<file path="src/rtl/issue_prf_wbarb.sv">
// rtl/issue_prf_wbarb.sv - round-robin writeback arbiter onto one PRF write port with ready scoreboard
module issue_prf_wbarb #(
  parameter int AW = 6,
  parameter int DW = 64
) (
  input  logic              clk,
  input  logic              reset,
  input  logic [2:0]        wb_valid,
  input  logic [3*AW-1:0]   wb_addr,
  input  logic [3*DW-1:0]   wb_data,
  output logic [2:0]        wb_ready,
  output logic [AW-1:0]     prf_addra,
  output logic              prf_wea,
  output logic [DW-1:0]     prf_dina,
  input  logic              alloc_en,
  input  logic [AW-1:0]     alloc_addr,
  input  logic [AW-1:0]     qry_addrb,
  output logic              qry_rdyb,
  input  logic [AW-1:0]     qry_addrc,
  output logic              qry_rdyc
);

  logic [1:0]        rr_ptr;
  logic [2:0]        cand;
  logic              gnt_any;
  logic [1:0]        gnt_idx;
  logic [AW-1:0]     sel_addr;
  logic [DW-1:0]     sel_data;
  logic [2**AW-1:0]  rdy;

  // Scan requesters starting at rr_ptr; cand is wide enough to hold rr_ptr+2 before the mod-3 fold.
  always_comb begin
    gnt_any = 1'b0;
    gnt_idx = 2'd0;
    cand    = 3'd0;
    for (int i = 0; i < 3; i++) begin
      cand = {1'b0, rr_ptr} + 3'(i);
      if (cand >= 3'd3) cand = cand - 3'd3;
      if (!gnt_any && wb_valid[cand[1:0]]) begin
        gnt_any = 1'b1;
        gnt_idx = cand[1:0];
      end
    end
  end

  always_comb begin
    wb_ready = 3'b000;
    if (gnt_any && !reset) wb_ready = 3'b001 << gnt_idx;
  end

  assign sel_addr = wb_addr[int'(gnt_idx)*AW +: AW];
  assign sel_data = wb_data[int'(gnt_idx)*DW +: DW];

  always_ff @(posedge clk or posedge reset) begin
    if (reset) begin
      rr_ptr    <= 2'd0;
      prf_wea   <= 1'b0;
      prf_addra <= '0;
      prf_dina  <= '0;
    end else begin
      prf_wea <= gnt_any;
      if (gnt_any) begin
        prf_addra <= sel_addr;
        prf_dina  <= sel_data;
        rr_ptr    <= (gnt_idx == 2'd2) ? 2'd0 : gnt_idx + 2'd1;
      end
    end
  end

  // The alloc clear is written last so it overrides a same-address writeback set.
  always_ff @(posedge clk or posedge reset) begin
    if (reset) begin
      rdy <= '1;
    end else begin
      if (prf_wea)  rdy[prf_addra]  <= 1'b1;
      if (alloc_en) rdy[alloc_addr] <= 1'b0;
    end
  end

  assign qry_rdyb = rdy[qry_addrb];
  assign qry_rdyc = rdy[qry_addrc];

endmodule
</file>
<file path="config.mk">
export PLATFORM = sky130hd
export DESIGN_NAME = issue_prf_wbarb
export DESIGN_NICKNAME = d
export VERILOG_FILES = /design/src/rtl/issue_prf_wbarb.sv
export SDC_FILE = /design/constraint.sdc
export NUM_CORES = 1
export LEC_CHECK = 0
export ABC_AREA = 1
export CAP_MARGIN = 20
export CORE_MARGIN = 2
export CORE_UTILIZATION = 35
export CTS_CLUSTER_SIZE = 28
export DETAILED_ROUTE_END_ITERATION = 16
export GPL_TIMING_DRIVEN = 0
export SYNTH_ARGS = -nofsm -noshare
export SYNTH_HDL_FRONTEND = slang
export SYNTH_SLANG_ARGS = --single-unit
</file>
<file path="constraint.sdc">
create_clock -name clk -period 6.7 [get_ports clk]
set_input_delay 0.67 -clock clk [delete_from_list [all_inputs] [get_ports clk]]
set_output_delay 0.67 -clock clk [all_outputs]
set_load 0.01 [all_outputs]
</file>
==> impl_metrics.env <==
export IMPL_path_common_cell="nand2_1"
export IMPL_pre_cts_ws_ns=2.941
export IMPL_netlist_cell_type_count=31
export IMPL_yosysMostFrequentCell="a21oi_1"
export IMPL_path_class="reg -> out"
export IMPL_track_usage=0.2917
export IMPL_dp_hpwl_mm=30.02
export IMPL_antenna_found_initial=10
export IMPL_startpoint_type="register"
export IMPL_synth_seq_area_share=0.3959
export IMPL_slowest_delay_ns=0.57
export IMPL_cts_buffers=17
export IMPL_gp_congestion=0.9163
export IMPL_cp_arrival_ns=3.14
export IMPL_die_x_um=163.1
export IMPL_drc=0
export IMPL_end_kind="output pin"
export IMPL_p_leak_nw=6.090
export IMPL_drt_total_wl_mm=38.74
export IMPL_hold_viol_final=0
export IMPL_fin_skew_ns=0.01049
export IMPL_post_cts_hold_buffer_count=0
export IMPL_via_per_inst=5.259
export IMPL_netlist_area_um2=8862
export IMPL_ctsRootBufferMaster="clkbuf_16"
export IMPL_die_y_um=163.1
export IMPL_vias=10330
export IMPL_synth_top_area_frac=0.2061
export IMPL_fin_ws_ns=2.895
export IMPL_clkLatencyLatePin_ns=0.43
export IMPL_instances_no_fill=1965
export IMPL_tightest_slew_ns=1.094
export IMPL_path_clk_slew_ns=0.07
export IMPL_maxSlewHeadroom=0.2649
export IMPL_dp_cells=1929
export IMPL_synth_fp_nets=1527
export IMPL_cp_num_buf_inv=5
export IMPL_first_pass_iters=5
export IMPL_synth_main_ff_cell="dfrtp_1"
export IMPL_synth_area_leaders="dfrtp_1, dfstp_2, a21oi_1"
export IMPL_num_rows=58
export IMPL_synth_common_cells="a21oi_1, nand3_1, nand2_1"
export IMPL_path_delay_family="buffers and inverters"
export IMPL_syn_inst=1289
export IMPL_crit_chain="inv_1, ha_1, inv_2, nand2_1, nand3_1, nand2_1, nand2_2, nand2_1, nand2_1, nand2_2, inv_4, buf_4, nor2_1, clkdlybuf4s50_1"
export IMPL_drive_gt1_frac=0.1128
export IMPL_start_util=0.3540
export IMPL_peakVddDrop_mv=0.2496
export IMPL_holdCritPathClass="reg -> reg"
export IMPL_dr_wl_met2_mm=19.12
export IMPL_status="completed"
export IMPL_top_layer_used="met5"
export IMPL_m1WireLength_mm=15.79
export IMPL_yosys_warnings=0
export IMPL_io_pins=310
export IMPL_cts_repair_resized=0
export IMPL_rsz0062_at_grt="false"
export IMPL_yosys_area_top_type="dfrtp_1"
export IMPL_maxSlewViolCount=0
export IMPL_drt_wirelength_per_cell_um=19.72
export IMPL_fin_nets=1856
export IMPL_setup_violations=0
export IMPL_period_needed_ns=3.805
export IMPL_drtIter0Drc=667
export IMPL_required_ns=6.03
export IMPL_area_growth_pct=46.55
export IMPL_crit_slowest_cell="clkdlybuf4s50_1"
export IMPL_grt_pass1_wl_mm=59.24
export IMPL_synth_edf_count=0
export IMPL_async_reset_ff_frac=1.000
export IMPL_ant_nets=0
export IMPL_grt_max_degree=89
export IMPL_die_area_um2=26610
export IMPL_post_cts_buffers=0
export IMPL_worst_path_max_fanout=10
export IMPL_fmax_mhz=262.8
export IMPL_pwr_density_cell_nw_per_um2=542.2
export IMPL_core_um2=25040
export IMPL_port_buffers=300
export IMPL_clock_path_buffers=2
export IMPL_htree_levels=4
export IMPL_finalPower_mw=7.041
export IMPL_numClockSinks=137
export IMPL_synth_seq_cells=137
export IMPL_cts_tree="yes"
export IMPL_wl_met3_mm=3.152
export IMPL_grt_pass1_vias=10210
export IMPL_globalRouteOverflowTotal=0
export IMPL_maxCapViolations=0
export IMPL_synth_avg_cell_area_um2=6.875
export IMPL_period_share=0.5680
[report_power, final]
group	internal (mW)	total, mW	switching (mW)	leakage (nW)
Clock	0.565	0.991	0.426	0.294
Combinational	1.70	4.29	2.59	4.28
Sequential	1.41	1.76	0.342	1.52
[path summary, 6_finish.rpt]
kind,start,end,slack (ns),cells past startpoint
setup / recovery,rr_ptr[0],wb_ready[2],2.89,14
hold / removal,rdy[40],rdy[40],0.52,2
setup reg to reg,rr_ptr[0],prf_dina[25],4.21,13
hold reg to reg,rdy[40],rdy[40],0.52,2
max in group asynchronous,reset,rdy[46],5.16,3
min in group asynchronous,reset,rr_ptr[1],0.68,2
[cell families (layout without fill, tap and decap cells)]
logic type | count (synthesis) | after routing | synth area share
and+or+nand+nor | 602 | 602 | 0.3089
AOI/OAI and AO/OA | 291 | 291 | 0.1720
buffers and inverters | 255 | 597 | 0.1176
DFF | 137 | 137 | 0.3959
adders and majority gates | 4 | 4 | 0.005648
other | 0 | 4 | 0
[layout by cell type, fill, tap and decap left out, types with 2 or more instances in the layout]
cell	count
a21oi_1	260
inv_6	6
nand3_1	240
nor4_2	7
clkinvlp_4	2
bufinv_16	2
dfrtp_1	73
o22ai_1	3
inv_2	7
nor3_1	14
inv_1	167
inv_8	4
nor2_1	79
diode_2	4
a41oi_1	16
buf_4	8
clkbuf_16	17
buf_2	47
dfstp_2	64
buf_1	8
o21ai_0	9
o21ai_1	2
nand3b_1	3
clkdlybuf4s18_2	4
nand4_1	2
ha_1	4
nand2_2	6
clkbuf_1	20
nor4_1	9
nand2_1	237
clkdlybuf4s50_1	300
inv_4	3
[per-layer routing]
layer  track usage  up-vias
met4       0.06275        6
met3       0.07948       43
met2        0.5064      403
li1              -     4961
met1        0.3627     4921
met5             0        -
[stage by stage]
step | area, um^2 | utilization | setup TNS [ns] | hold WS, ns
2_1_floorplan | 8862 | - | 0 | 0.4976
3_3_place_gp | 12280 | 0.4904 | -0.9523 | 0.5069
3_5_place_dp | 12380 | 0.4943 | 0 | 0.5160
4_1_cts | 12980 | 0.5183 | 0 | 0.5229
5_1_grt | 12990 | 0.5186 | 0 | 0.5389
6_report | 12990 | 0.5187 | 0 | 0.5209
[registers in the layout, indices dropped and copies added (netlist names)]
name       cells
rdy           64
prf_wea        1
prf_addra      6
prf_dina      64
rr_ptr         2
[worst register-to-register path, delay by kind of cell (launching register included)]
kind            cells  cell delay [ns]
simple gates        6             0.80
flops               1             0.38
compound gates      1             0.05
fa+ha+maj           1             0.41
buf+inv             5             0.74
[layout make-up]
type,count,area [um^2]
clock inverter,15,176.4
antenna,4,10.01
buffer,78,375.4
inverter,177,671.9
fill,2536,12050
tap,330,412.9
timing repair buffer,310,3095
clock buffer,17,425.4
sequential,137,3508
multi-input combinational,897,4312
Power figures use the tool's default switching activity.
